### src/rtl/station_pkg.sv
// Shared sizing helpers for the multi-engine ring station.
// Token width, FIFO depth and round-robin pointer width.
package station_pkg;

  localparam int STARVE_W = 8;

  function automatic int tok_width(input int pc_width);
    return pc_width + 1;
  endfunction

  function automatic int fifo_depth(input int count_width);
    return 1 << count_width;
  endfunction

  function automatic int ptr_width(input int n);
    return (n <= 1) ? 1 : $clog2(n);
  endfunction

endpackage

### src/rtl/rr_select.sv
// Round-robin first-set search starting at ptr.
// Returns the winning index and its one-hot grant.
module rr_select
  import station_pkg::*;
#(
  parameter int N  = 4,
  parameter int PW = ptr_width(N)
) (
  input  logic [N-1:0]  req,
  input  logic [PW-1:0] ptr,
  output logic          found,
  output logic [PW-1:0] idx,
  output logic [N-1:0]  grant
);

  logic [2*N-1:0] dbl;
  logic [N-1:0]   rot;
  int             pos;

  // Rotate so bit 0 of rot is the request at ptr.
  assign dbl = {req, req} >> ptr;
  assign rot = dbl[N-1:0];

  always_comb begin
    found = 1'b0;
    idx   = '0;
    grant = '0;
    pos   = 0;
    for (int k = 0; k < N; k++) begin
      if (!found && rot[k]) begin
        found = 1'b1;
        pos   = int'(ptr) + k;
        if (pos >= N) pos = pos - N;
        idx   = PW'(pos);
        grant = N'(1) << pos;
      end
    end
  end

endmodule

### src/rtl/multi_engine_station.sv
// Ring station: delivers ring tokens to local engines and merges
// undeliverable tokens with engine output into a FIFO toward the ring.
module multi_engine_station
  import station_pkg::*;
#(
  parameter int NUM_ENGINES      = 4,
  parameter int PC_WIDTH         = 8,
  parameter int FIFO_COUNT_WIDTH = 6,
  parameter int STARVE_LIMIT     = 8
) (
  input  logic                                clk,
  input  logic                                rst,
  input  logic                                ring_in_valid,
  output logic                                ring_in_ready,
  input  logic [PC_WIDTH:0]                   ring_in_data,
  output logic                                ring_out_valid,
  input  logic                                ring_out_ready,
  output logic [PC_WIDTH:0]                   ring_out_data,
  output logic [NUM_ENGINES-1:0]              eng_in_valid,
  input  logic [NUM_ENGINES-1:0]              eng_in_ready,
  output logic [NUM_ENGINES*(PC_WIDTH+1)-1:0] eng_in_data,
  input  logic [NUM_ENGINES-1:0]              eng_out_valid,
  output logic [NUM_ENGINES-1:0]              eng_out_ready,
  input  logic [NUM_ENGINES*(PC_WIDTH+1)-1:0] eng_out_data,
  input  logic [NUM_ENGINES-1:0]              engine_full,
  input  logic [NUM_ENGINES-1:0]              engine_running,
  output logic                                bb_full,
  output logic                                bb_running,
  output logic [FIFO_COUNT_WIDTH:0]           fifo_count
);

  localparam int N     = NUM_ENGINES;
  localparam int W     = tok_width(PC_WIDTH);
  localparam int CW    = FIFO_COUNT_WIDTH;
  localparam int DEPTH = fifo_depth(CW);
  localparam int PW    = ptr_width(N);
  localparam logic [STARVE_W-1:0] LIMIT =
    STARVE_W'(STARVE_LIMIT);

  logic [PW-1:0]       deliver_ptr;
  logic [PW-1:0]       collect_ptr;
  logic [PW-1:0]       d_idx;
  logic [PW-1:0]       c_idx;
  logic                d_found;
  logic                c_found;
  logic [N-1:0]        d_grant;
  logic [N-1:0]        c_grant;
  logic [STARVE_W-1:0] starve_cnt;

  logic [W-1:0]  mem [DEPTH];
  logic [CW-1:0] wr_ptr;
  logic [CW-1:0] rd_ptr;
  logic [CW:0]   count;

  logic         full;
  logic         starved;
  logic         deliver;
  logic         ring_wr;
  logic         eng_wr;
  logic         push;
  logic         pop;
  logic [W-1:0] wr_data;

  function automatic logic [PW-1:0] wrap_inc(
    input logic [PW-1:0] i
  );
    return (i == PW'(N - 1)) ? '0 : i + 1'b1;
  endfunction

  rr_select #(
    .N  (N),
    .PW (PW)
  ) u_deliver (
    .req   (eng_in_ready),
    .ptr   (deliver_ptr),
    .found (d_found),
    .idx   (d_idx),
    .grant (d_grant)
  );

  rr_select #(
    .N  (N),
    .PW (PW)
  ) u_collect (
    .req   (eng_out_valid),
    .ptr   (collect_ptr),
    .found (c_found),
    .idx   (c_idx),
    .grant (c_grant)
  );

  // Count MSB is set only at exactly DEPTH entries.
  assign full    = count[CW];
  assign starved = (starve_cnt == LIMIT);
  assign deliver = rst && ring_in_valid && d_found;

  // Ring traffic owns the FIFO port until engines have starved.
  assign ring_wr = rst && ring_in_valid && !d_found && !full
                && !(starved && c_found);
  assign eng_wr  = rst && c_found && !full && !ring_wr;

  assign push    = ring_wr || eng_wr;
  assign pop     = ring_out_valid && ring_out_ready;
  assign wr_data = ring_wr ? ring_in_data
                 : W'(eng_out_data >> (int'(c_idx) * W));

  assign ring_in_ready  = (rst && d_found) || ring_wr;
  assign eng_in_valid   = deliver ? d_grant : '0;
  assign eng_in_data    = {N{ring_in_data}};
  assign eng_out_ready  = eng_wr ? c_grant : '0;
  assign ring_out_valid = rst && (count != '0);
  assign ring_out_data  = mem[rd_ptr];
  assign fifo_count     = count;

  assign bb_full    = full && (&engine_full);
  assign bb_running = (count != '0) || (|engine_running)
                   || (|eng_out_valid);

  always_ff @(posedge clk or negedge rst) begin
    if (!rst) begin
      deliver_ptr <= '0;
      collect_ptr <= '0;
    end else begin
      if (deliver) deliver_ptr <= wrap_inc(d_idx);
      if (eng_wr)  collect_ptr <= wrap_inc(c_idx);
    end
  end

  always_ff @(posedge clk or negedge rst) begin
    if (!rst) begin
      starve_cnt <= '0;
    end else if (eng_wr) begin
      starve_cnt <= '0;
    end else if ((|eng_out_valid) && !starved) begin
      starve_cnt <= starve_cnt + 1'b1;
    end
  end

  always_ff @(posedge clk or negedge rst) begin
    if (!rst) begin
      wr_ptr <= '0;
      rd_ptr <= '0;
      count  <= '0;
    end else begin
      if (push) wr_ptr <= wr_ptr + 1'b1;
      if (pop)  rd_ptr <= rd_ptr + 1'b1;
      case ({push, pop})
        2'b10:   count <= count + 1'b1;
        2'b01:   count <= count - 1'b1;
        default: count <= count;
      endcase
    end
  end

  always_ff @(posedge clk) begin
    if (push) mem[wr_ptr] <= wr_data;
  end

endmodule

### config.mk
export PLATFORM = sky130hd
export DESIGN_NAME = multi_engine_station
export DESIGN_NICKNAME = d
export VERILOG_FILES = /design/src/rtl/station_pkg.sv /design/src/rtl/rr_select.sv /design/src/rtl/multi_engine_station.sv
export SDC_FILE = /design/constraint.sdc
export NUM_CORES = 1
export LEC_CHECK = 0
export ABC_CLOCK_PERIOD_IN_PS = 4950
export BUFFER_PORTS_ARGS = -buffer_cell sky130_fd_sc_hd__buf_2
export CELL_PAD_IN_SITES_DETAIL_PLACEMENT = 1
export CELL_PAD_IN_SITES_GLOBAL_PLACEMENT = 1
export CORE_UTILIZATION = 48
export CTS_BUF_LIST = sky130_fd_sc_hd__clkbuf_8 sky130_fd_sc_hd__clkbuf_16
export CTS_CLUSTER_SIZE = 25
export DETAILED_ROUTE_END_ITERATION = 8
export GPL_ROUTABILITY_DRIVEN = 1
export PLACE_DENSITY = 0.75
export SLEW_MARGIN = 40
export SYNTH_ARGS = -nofsm -noshare
export SYNTH_HDL_FRONTEND = slang
export SYNTH_SLANG_ARGS = --single-unit
### constraint.sdc
create_clock -name clk -period 4.95 [get_ports clk]
set_clock_uncertainty 0.15 [all_clocks]
set_input_delay 0.495 -clock clk [delete_from_list [all_inputs] [get_ports clk]]
set_output_delay 0.495 -clock clk [all_outputs]
set_load 0.1 [all_outputs]
## Word-level counts from Yosys, hierarchy flattened

Memory sizes are Yosys's and may differ from the RTL's.
Index checks and enable logic that the tools add are counted.

| word-level totals | value |
|---|---|
| flip-flop bits (word level) | 31 |
| RAM bits | 576 |
| output and inout bits | 64 |
| word-level logic and storage cells | 144 |
| memories kept | 1 |

Memory list:

| memory | words | width | rd ports | clocked after Yosys merged registers in | wr ports | line | source |
|---|---|---|---|---|---|---|---|
| mem | 64 | 9 | 1 | 0 | 1 | multi_engine_station.sv:50 | `logic [W-1:0] mem [DEPTH];` |

| cells by class | value |
|---|---|
| add/subtract/negate cells | 21 |
| $mul | 1 |
| magnitude comparators | 8 |
| equality and inequality tests | 5 |
| shifts and indexed selects | 11 |
| mux-type cells | 50 |
| reduce and logical (&&, ||, !) cells | 41 |

Operators by type and width:

| operator | count |
|---|---|
| two-way mux 32 bit | 16 |
| << shifter 1 x 32 -> 4 bit (first input constant) | 8 |
| greater-or-equal comparator 32 x 4 -> 1 bit (second input constant) | 6 |
| subtractor 32 x 4 -> 32 bit (second input constant) | 6 |
| two-way mux 4 bit | 10 |
| >> shifter 36 x 6 -> 9 bit | 1 |
| logical AND 1 bit | 20 |
| two-way mux 2 bit | 10 |
| two-way mux 8 bit | 2 |
| >> shifter 8 x 2 -> 4 bit | 2 |
| one-hot mux 7 bit (2 select lines) | 1 |
| adder 2 x 2 -> 3 bit (second input constant) | 4 |
| adder 6 x 1 -> 6 bit (second input constant) | 2 |
| logical NOT 1 bit | 11 |
| two-way mux 1 bit | 10 |
| two-way mux 9 bit | 1 |
| adder 8 x 1 -> 8 bit (second input constant) | 1 |
| == test 8 x 4 -> 1 bit (second input constant) | 1 |
| OR reduction 4 bit | 2 |
| subtractor 2 x 3 -> 4 bit (second input constant) | 2 |
| adder 7 x 1 -> 7 bit (second input constant) | 1 |
| nonzero test 7 bit | 1 |
| subtractor 7 x 1 -> 7 bit (second input constant) | 1 |
| adder 2 x 1 -> 3 bit (second input constant) | 2 |
| other kinds (8) | 16 |

## Depth between registers and ports, before layout

| depth | value |
|---|---|
| word-level depth | 20 |
| gate-level depth with buffers | 14 |
| gate-level depth less buffers | 13 |

## By module

Synthesis repeated with hierarchy kept, for this count alone.

| second synthesis, totals | value |
|---|---|
| cells, all modules | 1437 |
| area, all modules | 25849.8 um2 |

Modules (own cells, without submodules):

| module | instances | cells each | area each (um2) |
|---|---|---|---|
| multi_engine_station | 1 | 1305 | 24842.6 |
| rr_select (u_deliver) | 1 | 67 | 508.0 |
| rr_select (u_collect) | 1 | 65 | 499.2 |

## Least setup slack after synthesis

Ideal clock, no wire load.

| timing | value |
|---|---|
| kind | input to register |
| start | in eng_out_valid[1] |
| end | mem mem[0][0] (netlist bit), data pin |
| setup time | 702 ps |
| arrival | 4366 ps |
| data required time | 4098 ps |
| setup slack | -268 ps |
| stages on the path | 7 |
| buffers on the path | 1 |
| cells stage by stage | buf_4 -> nand2b_1 -> or4_4 -> a31oi_1 -> a211o_1 -> nand2_1 -> o21ai_0 |

| on the way | value |
|---|---|
| longest elaborated chain between the ends | 15 |
| elaborated cells between the ends (all ways) | 21 |

RTL lines:

| what | line | source |
|---|---|---|
| start, declared | multi_engine_station.sv:22 | `input logic [NUM_ENGINES-1:0] eng_out_valid,` |
| >> shifter 8 x 2 -> 4 bit * | rr_select.sv:21 | `assign dbl = {req, req} >> ptr;` |
| parallel branches: the longest is 13 deep, another holds multiplier 2 x 4 -> 6 bit | n/a |  |
| two-way mux 9 bit * | multi_engine_station.sv:104 | `assign wr_data = ring_wr ? ring_in_data` |
| net wr_data[0] | multi_engine_station.sv:62 | `logic [W-1:0] wr_data;` |
| end, declared | multi_engine_station.sv:50 |  |

Mark *: on every way through the listed nets, which the timed path passes.

## Final worst setup path

| timing | value |
|---|---|
| start | reg rd_ptr[0] |
| end | out ring_out_data[0] |

| on the way | value |
|---|---|
| longest elaborated chain between the ends | 1 |

RTL lines:

| what | line | source |
|---|---|---|
| start, declared | multi_engine_station.sv:52 | `logic [CW-1:0] rd_ptr;` |
| start signal, assigned | multi_engine_station.sv:146 | `if (pop) rd_ptr <= rd_ptr + 1'b1;` |
| memory read (64 x 9 bit) | n/a |  |
| end, declared | multi_engine_station.sv:18 | `output logic [PC_WIDTH:0] ring_out_data,` |

Every way passes these cells.

==> flow_metrics.tcl <==
set metrics [dict create \
    cts_tree "yes" \
    hold_violations 0 \
    syn_avg_cell_area_sq_um 18.5 \
    hp-class "in2reg" \
    startpoint_type "flip-flop" \
    post_drt_wl_per_cell_microns 27.7 \
    netlist_area_sq_mm 0.0258 \
    synth_top_cell_area_share_pct 66.9 \
    synth_compound_area_share_pct 3.99 \
    cp_cell_sequence "buf_12, mux4_2, nor2b_1, a211oi_1, a21oi_1, and3_1, a221o_1, buf_2" \
    cts_setup_buffers 0 \
    p_per_area_mw_per_mm2 694 \
    synth_fp_nets 1490 \
    worst_slack_ps 364 \
    grt_start_max_net_pins 65 \
    r2r-start "fifo_count[6]" \
    yosysTopAreaCell "edfxtp_1" \
    synth-seq-cells 607 \
    diodes 0 \
    critPathArrivalTime_ps 3940 \
    rsz0062_at_grt "false" \
    grt_pass1_vias 14500 \
    grt-busiest-layer "met2" \
    yosys_warnings 0 \
    cp_top_family "flip-flops" \
    hold_buffers 1 \
    synth_xor_area_share_pct 0.813 \
    rows 84 \
    slew_viol_final 0 \
    fillers 4721 \
    synth_edf_count 576 \
    clockBufferDepth 3 \
    outcome "complete, but fails checks" \
    finalSetupTns_ps 0 \
    fmax_mhz 218 \
    finalCriticalPeriod_ps 4590 \
    startpoint "rd_ptr[0]" \
    dpl_worst_slack_ps 871 \
    antenna_left 0 \
    hp-start "ring_in_valid" \
    use_met2_pct 39.3 \
    worst_setup_path_end_kind "primary output" \
    drive_gt1_share_pct 34.3 \
    portBuffers 128 \
    cts-root-buf "clkbuf_16" \
    die_y_microns 234 \
    grt_antenna_before_repair 0 \
    seqCellArea_sq_mm 0.0181 \
    core_sq_mm 0.0529 \
    hold_slack_ps 160 \
    synthAdderAreaFrac_pct 1.34 \
    synth_cells 1398 \
    required_ps 4300 \
    area.growth.synth_to_final_pct 13.9 \
    p_leak_uw 0.00972 \
    crit_path_max_incr_delay_ps 880 \
    overflow 0 \
    ir_drop_mv 0.716 \
    grtUsageMet1_pct 32.8 \
    dp_hpwl_mm 39.7 \
    fp.dieArea_sq_mm 0.0548 \
    critPathMaxFanout 39 \
    maxCapViolCount 0 \
    synth_mux_area_share_pct 16.2 \
    cts_resized 0 \
    finalWirelength_mm 62.6 \
    dr_total_vias 13700 \
    cts.sinks 607 \
    grt_usage_pct 23.7 \
    synth.area.top_cells "edfxtp_1 67%, mux4_2 14%, dfrtp_1 3.0%, nor2_1 1.5%, mux2i_1 1.4%" \
    firstDrtPassIters 7 \
    drcViolationCount 2 \
    ios 129 \
    slew_headroom_pct 42.4 \
    worstMarginPinSlew_ps 864 \
    synth_commonest_cells "576 x edfxtp_1, 166 x mux4_2, 101 x nor2_1, 46 x buf_4, 41 x nand2_1" \
    viasPerCell 6.07 \
    start_util_pct 48.9 \
    drt_iter0_drc 1258 \
    grt_first_pass_wirelength_mm 94.2 \
    worstSetupPathType "reg2out" \
    multiInputGateArea_sq_mm 0.00730 \
    synth-seq-area-share_pct 69.9 \
    synth_top_family_by_area "multiplexers" \
    synth_cell_type_count 71 \
    htreeDepth 2 \
    synth_simple_gate_area_share_pct 4.92 \
    nNetsFinal 1614 \
    grtUsageMet3_pct 3.82 \
    ys_async_sr_fraction_pct 5.11 \
    synth.most_common_cell "edfxtp_1" \
    violations "DRC" \
    clk_pin_slew_ps 60 \
    ys.flop_type "edfxtp_1" \
    cp_slowest_cell "dfrtp_4" \
    place_congestion 0.850 \
    cts_buffers 61 \
    finalCritPeriodShare_pct 92.6 \
    insertion_delay_ps 620 \
    setup_viol 0 \
    path_buf_inv 2 \
    die_width_microns 234 \
]
==> cells in the final DEF, fill, tap and decap left out, types with 7 or more instances in the layout <==
cell and n:
nor3_1 13, xor2_1 12, o21ai_0 19, ha_1 26
nor2b_1 14, nor2_2 49, nand3b_1 9, dfrtp_1 26
mux2i_1 35, a222oi_1 8, o22a_1 8, nand2_1 41
or2_2 7, a32oi_1 11, nand4_1 9, clkinv_2 18
nand3_1 14, bufinv_16 8, inv_1 26, mux2_2 8
o21ai_4 8, buf_4 43, clkbuf_16 63, buf_2 128
o31ai_1 9, clkinv_1 11, a21oi_1 23, a22oi_1 7
xnor2_1 12, mux4_2 166, edfxtp_1 576, nor2_1 53
==> layer usage <==
layer / vias up / part of all wire (%)
met5: - / 0
met4: 0 / 1.9
met3: 69 / 6.0
met2: 492 / 50
met1: 7281 / 42
li1: 5898 / -
==> state kept, by name, summed over array words and instances, names as in the netlist, named ones only <==
| signal | count |
|---|---|
| mem | 576 |
| rd_ptr | 6 |
| wr_ptr | 6 |
| fifo_count | 7 |
| starve_cnt | 8 |
| collect_ptr | 1 |
| deliver_ptr | 1 |
==> cells by family (layout without fill, tap and decap cells) <==
family          Yosys count  after routing
flops                   607            607
simple gates            253            253
mux                     210            210
compound gates          143            143
buf+inv                 134            311
fa+ha+maj                27             27
xor+xnor                 24             24
==> where the power goes <==
part | total, uW | leakage [uW] | switching (uW) | internal, uW
clock network | 4690 | 0.00106 | 1930 | 2760
registers | 8080 | 0.00557 | 587 | 7500
logic | 7660 | 0.00310 | 5170 | 2490
==> through the flow <==
stage	instance area (sq um)	cells	total power, uW	utilization [%]
after floorplan	25800	1398	13500	-
after global placement	27200	2145	15500	51.5
after detailed placement	27400	2146	15900	51.8
after CTS	29400	2263	20600	55.7
after global routing	29400	2263	21300	55.7
final	29400	2263	20400	55.7
==> layout make-up <==
class	instances	share of cell area, %
Multi-Input combinational cell	657	24.8
Clock inverter	50	1.47
Inverter	18	0.229
Tap cell	688	2.92
Timing Repair Buffer	177	3.65
Sequential cell	607	61.4
Clock buffer	66	5.49
==> worst paths after layout <==
check                                   end  slack, ps  cells after the start
max reg2reg                   fifo_count[6]       1150                     11
max                        ring_out_data[0]        360                      8
min in group asynchronous     starve_cnt[0]        320                      3
min reg2reg                   starve_cnt[7]        420                      2
max in group asynchronous         rd_ptr[1]       3950                      3
min                               flip-flop        160                      5
==> worst min-delay path, stage by stage <==
cell      delay, ps
buf_2           110
nand2_1          60
a311oi_1         40
o21ai_0          90
xnor2_1          80
Note: power is estimated with default switching activity, not from simulation.
